<file path="config.mk">
export PLATFORM = sky130hd
export DESIGN_NAME = filter_median_stream_ctrl
export DESIGN_NICKNAME = d
export VERILOG_FILES = /design/src/rtl/filter_median_pkg.sv /design/src/rtl/sync_fifo_fwft.sv /design/src/rtl/filter_median_stream_ctrl.sv
export SDC_FILE = /design/constraint.sdc
export NUM_CORES = 1
export LEC_CHECK = 0
export ABC_AREA = 1
export ABC_CLOCK_PERIOD_IN_PS = 2900
export CORE_AREA = 2 2 460 462
export DETAILED_ROUTE_END_ITERATION = 8
export DIE_AREA = 0 0 462 464
export HOLD_SLACK_MARGIN = 0.12
export PLACE_DENSITY = 0.3
export SLEW_MARGIN = 20
export SYNTH_ARGS = -nofsm -noshare
export SYNTH_HDL_FRONTEND = slang
export SYNTH_SLANG_ARGS = --single-unit
export TNS_END_PERCENT = 10
</file>
<file path="constraint.sdc">
create_clock -name clk -period 2.9 [get_ports clk]
set_input_delay 0.435 -clock clk [delete_from_list [all_inputs] [get_ports clk]]
set_output_delay 0.435 -clock clk [all_outputs]
set_load 0.02 [all_outputs]
</file>
<file path="src/rtl/filter_median_pkg.sv">
// rtl/filter_median_pkg.sv - shared types and constants for the median stream controller
package filter_median_pkg;

  localparam int MEDIAN_7X7_LATENCY = 12;
  localparam int PIX_DWIDTH = 8;

  typedef logic [PIX_DWIDTH-1:0] pix_t;

  typedef enum logic [1:0] {
    RUN   = 2'd0,
    DRAIN = 2'd1,
    DONE  = 2'd2
  } ctrl_state_t;

  function automatic int median_idx(input int kernel_size);
    return kernel_size / 2;
  endfunction

endpackage

</file>
<file path="src/rtl/sync_fifo_fwft.sv">
// rtl/sync_fifo_fwft.sv - show-ahead synchronous FIFO with full/empty/count
module sync_fifo_fwft #(
  parameter int DWIDTH = 8,
  parameter int DEPTH  = 16,
  localparam int CNT_W = $clog2(DEPTH + 1),
  localparam int PTR_W = (DEPTH > 1) ? $clog2(DEPTH) : 1
) (
  input  logic              clk,
  input  logic              rst,
  input  logic              wr_en,
  input  logic [DWIDTH-1:0] wr_data,
  input  logic              rd_en,
  output logic [DWIDTH-1:0] rd_data,
  output logic              full,
  output logic              empty,
  output logic [CNT_W-1:0]  count
);

  logic [DWIDTH-1:0] mem [DEPTH];
  logic [PTR_W-1:0]  wr_ptr;
  logic [PTR_W-1:0]  rd_ptr;
  logic              do_wr;
  logic              do_rd;

  assign full  = (count == CNT_W'(DEPTH));
  assign empty = (count == '0);
  assign do_wr = wr_en & ~full;
  assign do_rd = rd_en & ~empty;
  // Head is forced to zero when empty so the output is defined straight out of reset.
  assign rd_data = empty ? '0 : mem[rd_ptr];

  function automatic logic [PTR_W-1:0] ptr_inc(input logic [PTR_W-1:0] p);
    return (p == PTR_W'(DEPTH - 1)) ? '0 : p + 1'b1;
  endfunction

  always_ff @(posedge clk) begin
    if (rst) begin
      wr_ptr <= '0;
      rd_ptr <= '0;
      count  <= '0;
    end else begin
      if (do_wr) wr_ptr <= ptr_inc(wr_ptr);
      if (do_rd) rd_ptr <= ptr_inc(rd_ptr);
      case ({do_wr, do_rd})
        2'b10:   count <= count + 1'b1;
        2'b01:   count <= count - 1'b1;
        default: count <= count;
      endcase
    end
  end

  always_ff @(posedge clk) begin
    if (do_wr) mem[wr_ptr] <= wr_data;
  end

endmodule

</file>
<file path="src/rtl/filter_median_stream_ctrl.sv">
// rtl/filter_median_stream_ctrl.sv - valid/ready wrapper around a fixed-latency median sorting entity
module filter_median_stream_ctrl
  import filter_median_pkg::*;
#(
  parameter int KERNEL_SIZE = 49,
  parameter int DWIDTH      = 8,
  parameter int LATENCY     = MEDIAN_7X7_LATENCY,
  parameter int FIFO_DEPTH  = 16
) (
  input  logic                          clk,
  input  logic                          rst,
  input  logic                          s_valid,
  output logic                          s_ready,
  input  logic [DWIDTH*KERNEL_SIZE-1:0] s_data,
  output logic                          m_valid,
  input  logic                          m_ready,
  output logic [DWIDTH-1:0]             m_data,
  input  logic                          flush,
  output logic                          flush_done,
  output logic [DWIDTH*KERNEL_SIZE-1:0] ent_xi,
  input  logic [DWIDTH*KERNEL_SIZE-1:0] ent_xo
);

  localparam int MID   = median_idx(KERNEL_SIZE);
  localparam int OCC_W = $clog2(FIFO_DEPTH + 1);

  ctrl_state_t       state;
  ctrl_state_t       state_nxt;
  logic [OCC_W-1:0]  occ;
  logic [LATENCY:0]  vld_sr;
  logic              accept;
  logic              pop;
  logic              run;
  logic              fifo_full;
  logic              fifo_empty;
  logic [OCC_W-1:0]  fifo_count;
  logic              ovf_err;
  logic              unused_ok;

  // occ counts windows in flight plus queued results, so admission alone
  // guarantees the FIFO has room when a result emerges from the entity.
  assign s_ready = ~rst & run & (occ < OCC_W'(FIFO_DEPTH));
  assign accept  = s_valid & s_ready;
  assign m_valid = ~fifo_empty;
  assign pop     = m_valid & m_ready;

  always_ff @(posedge clk) begin
    if (rst) begin
      ent_xi  <= '0;
      vld_sr  <= '0;
      occ     <= '0;
      ovf_err <= 1'b0;
    end else begin
      if (accept) ent_xi <= s_data;
      vld_sr <= {vld_sr[LATENCY-1:0], accept};
      case ({accept, pop})
        2'b10:   occ <= occ + 1'b1;
        2'b01:   occ <= occ - 1'b1;
        default: occ <= occ;
      endcase
      if (vld_sr[LATENCY] & fifo_full) ovf_err <= 1'b1;
    end
  end

  sync_fifo_fwft #(
    .DWIDTH (DWIDTH),
    .DEPTH  (FIFO_DEPTH)
  ) u_out_fifo (
    .clk     (clk),
    .rst     (rst),
    .wr_en   (vld_sr[LATENCY]),
    .wr_data (ent_xo[MID*DWIDTH +: DWIDTH]),
    .rd_en   (m_ready),
    .rd_data (m_data),
    .full    (fifo_full),
    .empty   (fifo_empty),
    .count   (fifo_count)
  );

  always_ff @(posedge clk) begin
    if (rst) state <= RUN;
    else     state <= state_nxt;
  end

  always_comb begin
    state_nxt = state;
    case (state)
      RUN:     if (flush) state_nxt = DRAIN;
      DRAIN:   if (occ == '0) state_nxt = DONE;
      DONE:    state_nxt = RUN;
      default: state_nxt = RUN;
    endcase
  end

  always_comb begin
    run        = (state == RUN);
    flush_done = (state == DONE);
  end

  // Only the median lane of the sorted vector is consumed; ovf_err is a debug probe.
  assign unused_ok = ^{ent_xo, ovf_err, fifo_count};

endmodule

</file>
==> summary.md, run 1 <==
The flow ran to the end, and the final reports show no timing, DRC or antenna violations. Clock insertion delay at the later pin of the skew report: 0.70 ns. The relative max-transition margin is 0.289. The run gives 209000 um^2 as the area of the core. The critical path data arrival time came out at 2.28 ns. For this run, the detailed router's first-pass iteration total came to 5. In this run the mean area of a mapped cell was 8.60 um^2. At the pin with the least slew margin, the transition time is 1.07 ns.

The initial core utilization is 0.0973. In the final routed layout, each cell accounts on average for 19.4 um. The logs give 20300 um^2 for the netlist area before placement and 26600 uW for the total power after layout. The number of vias per cell is 3.12, and the number of nets in the synthesized netlist is 3168.

The critical path class is reg2out. Entering global routing, the biggest net connects 157 pins. The critical path contains buffers and inverters numbering 3 combined. Across all setup checks in the final design, the least slack found is 0.187 ns. After filler insertion, the fill cell instance count of the layout stands at 23700. The maximum fanout along the worst path came out at 10. Clock-pin slew was measured on the worst setup and hold paths at 0.06 ns.

The post-detailed-placement half-perimeter wirelength was 86700 um. TritonCTS built the clock tree. The number of port buffers is 807. The logic depth of the worst path, buffers included is 9.

In this run, distinct cell masters in the synthesized netlist total 26. The count of nets left with antenna violations once routing finished came out at 0. The logs give 1192 for the I/O pin total and 54500 um for the length of routed met2 wiring. The critical path endpoint was m_data[3]. The cell that appears most often on the critical path is nand2_1.

Final critical-path required period: 2.71 ns. Synthesis inferred 557 register bits. The number of rows created at floorplan came out at 168.

The worst hold slack was 0.278 ns. The die is 464 um tall. In this run the register-to-register setup slack is 0.43 ns. The share of layout cells above drive strength 1 is 0.0673. The first global-routing pass estimated 158000 um of wire.

The cell count after placement is 5887. The tools report the sink count of the clock tree as 557. Summed over all layers, the global routing overflow is 0. The number of remaining DRC errors was 0; the maximum clock skew at final layout was 0.0248 ns. During synthesis, Yosys emitted a total of 0 warnings. The most used flip-flop cell after synthesis is dfxtp_1. The number of antenna violations at the first check in global routing is 41. In this run, CTS created clock tree buffers numbering 79.

The tightest min-delay check is of the in2reg type. Synthesis produced a netlist whose cell count is 2365. The congestion estimate from routability-driven global placement came to 0.791.

The tools report the maximum root-to-sink buffer count as 3. At the worst endpoint, the required time is 2.47 ns. In this run the power density over the cells is 771 nW/um^2. The total routing resource utilization after global routing is 0.106, and the H-tree depth is 3. The tools report the number of nets in the layout as 3971. STA classifies the critical path endpoint as an output port. For this design, the slowest cell found on the critical path is dfxtp_4. The detailed router placed 18900 vias in this run. The summed negative setup slack over all endpoints was 0 ns; the area of the die was 214000 um^2.

The part of the cycle the worst path needs was 0.935. The critical path goes through inv_8 > clkbuf_16 > nand2_1 > nand3_1 > nand3_1 > nand2_1 > nand2_1 > a21oi_2 > buf_2. The number of cells on the worst reg-to-reg path was 16; the number of global-route vias before repair was 18900. The first routing iteration left 942 violations.

The tools report the static leakage power as 0.0117 uW. The run gives 48300 um as the routed metal-1 wirelength. The fraction of registers with async set or reset after synthesis came out at 0. The tools report the total setup violations reported at the end of the flow as 0. The worst setup path is launched from a flip-flop. The count of flip-flops with a built-in enable after synthesis is 128. The sequential element share of the synthesized area was 0.611. The top routing layer in use was met5. The signed area change from the synthesized netlist to the final layout was 69.9%; the final cell count without fillers was 6047.

Broken down by cell family, the worst path's largest delay share belongs to buffers and inverters. The cell sitting at the root of the clock tree is a clkbuf_16. The library cell used most frequently in the layout, excluding fill and tap cells, is nand2_1. Summed over all layers, the routed wires come to 117000 um.

Setup repair after global routing could not meet its margin everywhere. The worst register-to-register path begins at u_out_fifo.count[0]. The library cells used most frequently in the layout, excluding fill and tap cells, are nand2_1 (982), clkdlybuf4s50_1 (798), dfxtp_1 (428). Across the run, the number of max-cap violations was 0.

The final-report hold violation count came out at 0. The maximum achievable frequency came out at 0.369 GHz. In this run the horizontal extent of the chip is 462 um. The logs give 0 for the number of pins with negative max-slew slack in the final report and 0.236 ns for the setup slack at placement. The tools report the worst vdd rail ir drop as 380 uV. The capture point of the worst reg-to-reg path is u_out_fifo.count[4]. The routed design uses 11800 um of met3 wire.

The critical path's largest stage delay came out at 0.41 ns.
## worst reg2reg max path, cell delays in order (launching register included)
cell,delay (ns)
dfxtp_1,0.34
nor2_1,0.16
nand4_1,0.20
nand2_1,0.23
inv_1,0.12
ha_1,0.30
nand2_1,0.10
inv_1,0.05
nor2_1,0.15
ha_1,0.17
inv_1,0.04
nand2_1,0.10
nand3_1,0.13
nand3_1,0.09
nand2_1,0.05
nor2_1,0.10
nor2_1,0.04
## Yosys cell counts (3+ instances only)
library cell,count,area [um^2]
nand4_1,3,18.8
edfxtp_1,128,3840
xor2_1,5,43.8
buf_4,28,210
buf_6,13,146
nand2_1,987,3700
nand3_1,111,556
ha_1,13,163
dfxtp_1,429,8590
o21ai_0,12,60.1
buf_2,51,255
clkbuf_1,63,236
a21oi_1,414,2070
inv_1,48,180
nor2_1,45,169
## stage by stage
step	instance area (um^2)	util
6_report	34600	0.165
5_1_grt	34500	0.165
4_1_cts	34400	0.165
3_5_place_dp	31800	0.152
3_3_place_gp	31800	0.152
2_1_floorplan	20300	-
## worst min-delay path by stage
stage	from	to	slack (ns)	cells after the start
2_1_floorplan	vld_sr[9]	vld_sr[10]	0.39	2
3_3_place_gp	vld_sr[9]	vld_sr[10]	0.40	2
3_5_place_dp	vld_sr[8]	vld_sr[9]	0.39	2
4_1_cts	s_data[66]	ent_xi[66]	0.17	3
5_1_grt	s_data[66]	ent_xi[66]	0.21	3
6_report	s_data[148]	ent_xi[148]	0.28	3
## power by group
part | total, uW | internal, uW | leakage, uW | switching (uW)
clock network | 9830 | 5610 | 0.00125 | 4220
logic | 7650 | 3070 | 0.00577 | 4570
registers | 9170 | 8690 | 0.00464 | 481
total | 26600 | 17400 | 0.0117 | 9270
## metal layers
layer / up-vias / global-route usage
met5: - / 0
met4: 34 / 0.0264
met3: 154 / 0.0483
met2: 725 / 0.174
met1: 8632 / 0.124
li1: 9319 / -
## registers in the layout, summed over array words and instances, names as in the netlist, named ones only
signal and cells:
u_out_fifo.rd_ptr 4, ent_xi 392, u_out_fifo.wr_ptr 4, u_out_fifo.mem 128, occ 5, state 2, u_out_fifo.count 5, vld_sr 13
## final cells by class
cell class | count | area [um^2] | share of cell area
Timing Repair Buffer | 879 | 8890 | 0.257
Clock inverter | 28 | 303 | 0.00876
Sequential cell | 557 | 12400 | 0.360
Multi-Input combinational cell | 1600 | 6920 | 0.200
Clock buffer | 111 | 2250 | 0.0650
Antenna cell | 16 | 40.0 | 0.00116
Inverter | 51 | 215 | 0.00623
Tap cell | 2805 | 3510 | 0.102
## repair_timing
item | in CTS | in global routing
endpoints found under the setup margin | 8 | 7
gates cloned | 1 | 2
gates resized for setup | 39 | 19
hold endpoints to repair | 7 | 0
hold buffers | 1 | 0
buffers inserted | 0 | 1
pin swaps | 0 | 1
## logic make-up (layout without fill, tap and decap cells)
group,after synthesis,in the layout,share of synthesized area
simple gates,1152,1152,0.220
flops,557,557,0.611
compound gates,427,427,0.105
buf+inv,208,1069,0.0515
fa+ha+maj,14,14,0.00898
xor+xnor,7,7,0.00301
other cells,0,16,0
(Power assumes the default switching activity.)
==> run 2, diff against run 1 <==
- MAX_ROUTING_LAYER: not set -> met4
==> summary.md, run 2 (synthesized netlist as in run 1, its figures left out) <==
Clock transition at the registers of the reported paths: 0.08 ns (+0.02 ns). The area of the die is 214000 um^2 (unchanged). The number of flip-flops under the largest register name is 392 (unchanged).

The run gives 3971 (unchanged) as the number of nets in the layout. The maximum fanout along the worst path is 17 (+7). Clock tree synthesis selected as its root buffer the cell clkbuf_16. The most frequent standard cell in the layout excluding fill and tap cells was nand2_1. TritonCTS built the clock tree. The critical path data arrival time is 2.30 ns (+0.02 ns).

On the critical path, the stage with the largest delay is an instance of dfxtp_4. For the H-tree depth, the log shows 3 (unchanged). The total wire length after detailed routing was 117000 um (about the same). The number of vias per cell is 3.12 (+0.13%).

For the via count, the log shows 19000 (+0.49%). The total routing resource utilization after global routing was 0.109 (+0.00302); the iteration count of the initial detailed-routing pass was 5 (unchanged). The first-pass GRT wire length was 158000 um (-0.17%). Number of port buffers: 807 (unchanged). The run finished with clean final reports. The width of the die is 462 um (unchanged), and the finished layout cell area is 34600 um^2 (+0.16%). The count of maximum capacitance violations was 0 (unchanged). The area after detailed placement is 31800 um^2 (unchanged).

The gate family responsible for the most delay along the worst path is buffers and inverters. The signal on the critical path passes through buf_12 > buf_16 > nand2_1 > nand3_1 > nand3_1 > nand2_2 > nand2_1 > a21oi_1 > buf_2. The maximum achievable frequency is 0.366 GHz (-0.85%).

The post-detailed-placement half-perimeter wirelength was 86700 um (unchanged); the number of buffers created by CTS was 79 (unchanged). The maximum clock skew at final layout was 0.0258 ns (+0.000986 ns). The final-report hold violation count was 0 (unchanged); the detail-routed net length per standard cell was 19.4 um (-0.34%).

The relative max-transition margin came out at 0.268 (-0.0208). The required time of the worst setup path is 2.47 ns (about the same), and the static leakage power is 0.0117 uW (about the same). STA classifies the critical path endpoint as an output port.

Setup repair after global routing could not meet its margin everywhere. The worst register-to-register path begins at u_out_fifo.count[0]. The height of the chip was 464 um (unchanged); the number of routed nets with antenna violations was 0 (unchanged). The critical path's largest stage delay works out to 0.46 ns (+0.05 ns). The number of DRC markers in iteration 0 was 972 (+3.2%). In this run the worst hold path is classified as in2reg. The total setup violations reported at the end of the flow was 0 (unchanged); the number of global-route vias before repair was 18900 (+0.29%). STA classifies the critical path startpoint as a flip-flop. The area of the core was 209000 um^2 (unchanged); the final cell count without fillers was 6069 (+0.36%). Critical path class: reg2out. The largest registers in the layout are ent_xi (392), u_out_fifo.mem (128), vld_sr (13).

The run gives 5887 (unchanged) as the cell count after placement. For the number of pins with negative max-slew slack in the final report, the log shows 0 (unchanged). Number of rows created at floorplan: 168 (unchanged).

The critical path buffer and inverter count was 3 (unchanged); the summed negative setup slack over all endpoints was 0 ns (unchanged). The share of layout cells above drive strength 1 is 0.0673 (unchanged), and the worst vdd rail ir drop is 379 uV (-0.33%). The maximum number of pins on one net before global-route repair came out at 157 (unchanged). The top cell types in the final layout, fill and taps aside, are nand2_1 (982), clkdlybuf4s50_1 (798), dfxtp_1 (428).

The I/O pin total was 1192 (unchanged); the signed area change from the synthesized netlist to the final layout was 70.1%. The worst hold path begins at s_data[161]. Ranked by flip-flop count, first place goes to ent_xi. The tools report the number of antenna violations at the first check in global routing as 44 (+7.3%). The tools report the global placement routability congestion as 0.802 (+1.4%). The maximum root-to-sink buffer count came out at 3 (unchanged). Transition time at the pin with the least slew margin: 1.10 ns (+0.0312 ns).

Sink count of the clock tree: 557 (unchanged). The utilization after layout is 0.166 (+0.000263), and the final critical-path required period is 2.74 ns (+0.0233 ns). Total power per unit cell area: 769 nW/um^2 (-0.19%).

The initial core utilization was 0.0973 (unchanged). The part of the cycle the worst path needs works out to 0.943 (+0.00802). The clock insertion delay at the later pin of the skew report is 0.70 ns (about the same).

The number of remaining DRC errors is 0 (unchanged). Final global-route overflow total: 0 (unchanged).
[run 2: cell types whose count changed in the layout (fill, tap and decap cells not counted), sizes merged]
cell / change
diode: +22
[run 2: cell type report]
class                           instances  area, um^2
Antenna cell                           38        95.1
Inverter                               51         215
Tap cell                             2805        3510
Multi-Input combinational cell       1600        6920
Clock buffer                          111        2250
Fill cell                           23700      175000
Clock inverter                         28         303
Sequential cell                       557       12400
Timing Repair Buffer                  879        8890
[run 2: layer usage]
metal  part of all wire  global-route usage  routed length, um
met4              0.020              0.0263               2350
met3               0.10              0.0465              11700
met2               0.47               0.175              54900
met5                  0                   -                  0
met1               0.41               0.125              48500
[run 2: report_power, final]
part	internal, uW	total (uW)	switching (uW)	leakage, uW
registers	8690	9170	482	0.00464
logic	3070	7640	4570	0.00577
clock network	5610	9820	4210	0.00125
[run 2: through the flow]
stage / setup slack [ns] / hold WS, ns / power (uW)
after floorplan: 0.596 / 0.388 / 12900
after global placement: 0.227 / 0.402 / 17100
after detailed placement: 0.236 / 0.394 / 17000
after CTS: -0.0796 / 0.174 / 27300
after global routing: -0.0192 / 0.210 / 28200
final: 0.164 / 0.278 / 26600
[run 2: what timing repair did]
| item | in CTS | in global routing |
|---|---|---|
| pin swaps | 0 | 1 |
| hold endpoints to repair | 7 | 0 |
| gates resized for setup | 39 | 19 |
| buffers inserted | 0 | 1 |
| setup endpoints to repair | 8 | 7 |
| cloned | 1 | 2 |
| hold buffers | 1 | 0 |
[run 2: worst reg2reg max path, delay by kind of cell, from the launching register on]
family | cells | cell delay (ns)
flip-flops | 1 | 0.34
buffers and inverters | 3 | 0.21
AND/OR/NAND/NOR | 11 | 1.36
adder cells (fa/ha/maj) | 2 | 0.47
[run 2: final timing paths]
kind	to	slack, ns	cells past startpoint
setup / recovery	m_data[2]	0.16	9
hold / removal	ent_xi[161]	0.28	3
setup reg to reg	u_out_fifo.count[4]	0.43	16
hold reg to reg	vld_sr[12]	0.39	2
==> variant 1: new RTL, flow settings as in run 1 <==
`MEDIAN_7X7_LATENCY`: 12 -> 24.
--- a/src/rtl/filter_median_pkg.sv
+++ b/src/rtl/filter_median_pkg.sv
@@ -1,7 +1,7 @@
 // rtl/filter_median_pkg.sv - shared types and constants for the median stream controller
 package filter_median_pkg;
 
-  localparam int MEDIAN_7X7_LATENCY = 12;
+  localparam int MEDIAN_7X7_LATENCY = 24;
   localparam int PIX_DWIDTH = 8;
 
   typedef logic [PIX_DWIDTH-1:0] pix_t;
Behaviour: same outputs for any inputs over 4 cycles, from zero or initial values and one cycle with rst high; that may be too few to reach the edited logic, so the function may still have changed.
==> variant 1 against run 1 <==
Routed wire length up 9.8%. Design area up 1.6%. Worst setup slack worse by 48 ps. Sequential cell count up 12. Utilization up 0.26 points. Area after synthesis up 2.5%. Combinational power down 0.8%. Non-clock buffer count up 6. Power up 1.8%.
==> variant 1: results (changes against run 1) <==
status finished clean; sequential area share after synthesis 60.7% (-0.36 points); Post-synth EDFFs 128 (unchanged); Vias 19,500 (+3.5%); crit path max fanout 15 (+5); Min-Delay Endpoint ent_xi[153]; routed wl met3 17,700 um (+50%); highest routed layer met5; Post-synth top cells 985 x nand2_1, 441 x dfxtp_1, 395 x a21oi_1, 128 x edfxtp_1, 113 x nand3_1; Num CTS Buffers 82 (+3.8%); Clock transition at path regs 60 ps (about the same); crit-path max cell delay 710 ps (+300 ps); Overall Global Routing Usage 11.7% (+1.0 points); Synth cell types 30 (+15%); met2 WL 51,500 um (-5.7%); global-route wire length before repair 171,000 um (+8.4%); Final setup viols 0 (unchanged); drt pass-1 iters 4 (-1); Area after DPL 0.0323 sq mm (+1.5%); Static Leak 11.8 nW (+1.5%); Filler cells 23,600 (-0.35%); share of cells above drive strength 1 7.33% (+0.60 points); Met1 Wirelength 57,000 um (+18%); relative slew slack 14.7% (-14 points); Worst Path Arrival 2330 ps (+50 ps); peak supply drop 465 uV (+22%); largest net degree at the start of global routing 159 (+1.3%); Final Net Count 4,014 (+1.1%); top flop regs ent_xi x392, u_out_fifo.mem x128, vld_sr x25; worst r2r dst occ[4]; hold wc startpoint s_data[153]; initial antenna violation count 73 (+78%); syn nets 3,203 (+1.1%); gpl congestion 0.767 (-3.1%); DP Wirelength 99,000 um (+14%); hold_ws 282 ps (+3.79 ps); routed len/inst 21.1 um (+8.6%); final worst clock skew 51.1 ps (+26.3 ps); CP max-delay cell clkdlybuf4s50_1
variant 1: cell types whose count changed after synthesis, sizes merged, moves of 2 or more:
cell and change:
nand3 +2, buf +3, clkbuf -2, dfxtp +12, inv +11, o21ai -2, nor2 +10
variant 1: cell type report:
class                      instances  area share, %
multi-input combinational       1611           20.0
clock inverter                    35           1.18
timing repair buffer             885           25.3
inverter                          62          0.730
antenna                           32          0.228
tap                             2805           9.99
sequential                       569           36.1
clock buffer                     113           6.49
variant 1: cell families after synthesis:
logic type      synth area share, %
simple gates                   21.8
flops                          60.7
fa+ha+maj                     0.876
xor+xnor                      0.294
compound gates                 10.6
buf+inv                        5.70
variant 1: worst reg2reg max path: cells and delay by family, from the launching register on:
kind	cells	cell delay (ps)
AO/OA/AOI/OAI	1	110
flip-flops	1	410
AND/OR/NAND/NOR	8	560
adder cells (fa/ha/maj)	2	720
buffers and inverters	5	640
variant 1: repair_timing:
item	4_1_cts	5_1_grt
endpoints found under the setup margin	8	6
gates cloned	1	0
resized for setup	40	6
buffers inserted	0	1
hold buffers	1	0
endpoints found under the hold margin	12	0
variant 1: worst max path at each step:
stage	endpoint	slack, ps	cells after the start
final	s_ready	140	6
after global routing	m_data[2]	3	9
after CTS	m_data[3]	8	9
after detailed placement	m_data[4]	220	8
after global placement	occ[4]	210	14
after floorplan	occ[4]	580	16
variant 1: metrics by stage:
step / util, % / total power, mW / std cells / setup WS [ps]
3_3_place_gp: 15.4 / 17.2 / 5929 / 214
4_1_cts: 16.7 / 27.8 / 6079 / 8.15
5_1_grt: 16.8 / 28.7 / 6088 / 2.65
3_5_place_dp: 15.4 / 17.2 / 5929 / 220
2_1_floorplan: - / 13.1 / 2400 / 582
6_report: 16.8 / 27.1 / 6112 / 139
variant 1: power by group:
| part | switching [mW] | internal [mW] | leakage (nW) | total, mW |
|---|---|---|---|---|
| registers | 0.454 | 8.85 | 4.74 | 9.31 |
| clock network | 4.18 | 6.05 | 1.30 | 10.2 |
| logic | 4.57 | 3.02 | 5.79 | 7.59 |
| total | 9.20 | 17.9 | 11.8 | 27.1 |
variant 1: routing by layer:
| layer | vias to the layer above | track usage, % |
|---|---|---|
| met5 | - | 0 |
| met3 | 182 | 6.36 |
| li1 | 9457 | - |
| met1 | 9040 | 15.2 |
| met4 | 48 | 3.02 |
| met2 | 803 | 16.3 |
==> variant 2: new RTL, flow settings as in run 1 <==
Made on the original files. Compare `count` against `CNT_W'(DEPTH)` with >= in place of ==.
--- a/src/rtl/sync_fifo_fwft.sv
+++ b/src/rtl/sync_fifo_fwft.sv
@@ -22,7 +22,7 @@
   logic              do_wr;
   logic              do_rd;
 
-  assign full  = (count == CNT_W'(DEPTH));
+  assign full  = (count >= CNT_W'(DEPTH));
   assign empty = (count == '0);
   assign do_wr = wr_en & ~full;
   assign do_rd = rd_en & ~empty;
Formal check against the unedited RTL: same outputs for any inputs over 4 cycles, from zero or initial values and one cycle with rst high; that may be too few to reach the edited logic, so the function may still have changed.
==> variant 2 against run 1 <==
Power up 3.2%. Design area up 0.60%. Critical endpoint unchanged. Area after synthesis hardly changed. Worst setup slack got worse by 34 ps. Sequential cell count unchanged. Combinational power rose by 5.6%. Routed wire length up 9.8%. Worst hold slack improved by 4.6 ps. Non-clock buffer count grew 15.
==> variant 2: results (changes against run 1) <==
status finished clean; final WL 129,000 um (+9.8%); Worst Path Arrival 2310 ps (+30 ps); share of cells above drive strength 1 7.53% (+0.80 points); peak supply drop 414 uV (+8.8%); Clock buf/inv share 7.85% (+0.47 points); Final Net Count 3,988 (+0.43%); Syn Inst Count 2,364 (-0.042%); PortBufs 807 (unchanged); Overall Global Routing Usage 11.6% (+1.0 points); crit path max fanout 20 (+10); global-route wire length before repair 171,000 um (+8.0%); clkbuf count 108 (-2.7%); gpl congestion 0.788 (-0.37%); Post-CTS Setup Bufs 0 (unchanged); syn nets 3,167 (-0.032%); multi-input combinational area share 19.9% (-0.16 points); worst slack, placed 238 ps (+2.25 ps); crit-path max cell delay 470 ps (+60 ps); drt via density 3.16 (+1.2%); CTS resizes 40 (+2.6%); Filler cells 23,700 (-0.030%); Seq/total area 35.8% (-0.21 points); asr flop ratio synth 0% (unchanged); Post-synth EDFFs 128 (unchanged); Min-Delay Endpoint ent_xi[212]; NonClk Buf Share 25.7% (about the same); ant diodes 13 (-3); Inverters 53 (+3.9%); worst r2r dst occ[4]; top cells by area, synth dfxtp_1 42%, edfxtp_1 19%, nand2_1 18%, a21oi_1 10%, nand3_1 2.8%; final worst clock skew 40.4 ps (+15.6 ps); vias in the first global route 19,300 (+2.3%); r2r worst-path depth 14 (-2); largest net degree at the start of global routing 165 (+5.1%); relative slew slack 14.9% (-14 points); Inst Count DP 5,906 (+0.32%); initial DRC count 778 (-17%); Post-synth top cells 986 x nand2_1, 429 x dfxtp_1, 415 x a21oi_1, 128 x edfxtp_1, 113 x nand3_1; HP Class input port to register; Final period util 94.7% (+1.2 points); hold wc startpoint s_data[212]; sequential area share after synthesis 61.1% (about the same); hold_ws 283 ps (+4.55 ps); Vias 19,200 (+1.7%); layout multi-input combinational cell count 1,598 (-0.13%); Num CTS Buffers 81 (+2.5%); Static Leak 11.8 nW (+1.0%); Area after DPL 0.0320 sq mm (+0.48%); initial antenna violation count 65 (+59%)
==> variant 2: cell count changes in the layout (fill, tap and decap cells not counted), moves of 3 or more <==
cell	change
inv_1	+3
clkbuf_1	-3
clkinv_2	+7
bufinv_16	+4
buf_2	-5
diode_2	-3
buf_4	+25
==> variant 2: kinds of logic (layout without fill, tap and decap cells) <==
family                     Yosys count  count (layout)  synth area share, %
adders and majority gates           14              14                0.899
DFF                                557             557                 61.1
xor gates and xnor gates             6               6                0.259
other                                0              13                    0
buffers and inverters              209            1099                 5.12
AOI/OAI and AO/OA                  426             426                 10.5
and+or+nand+nor                   1152            1152                 22.1
==> variant 2: layer usage <==
layer  up-vias  GRT usage [%]  routed length, um
li1       9388              -                  -
met1      8769           13.7              53200
met2       755           18.1              56400
met3       195           6.50              15600
met4        70           2.91               3130
met5         -              0                460
==> variant 2: where the power goes <==
group | switching (mW) | total (mW) | internal (mW)
Clock | 4.19 | 10.2 | 6.06
Sequential | 0.475 | 9.16 | 8.68
Combinational | 4.96 | 8.08 | 3.12
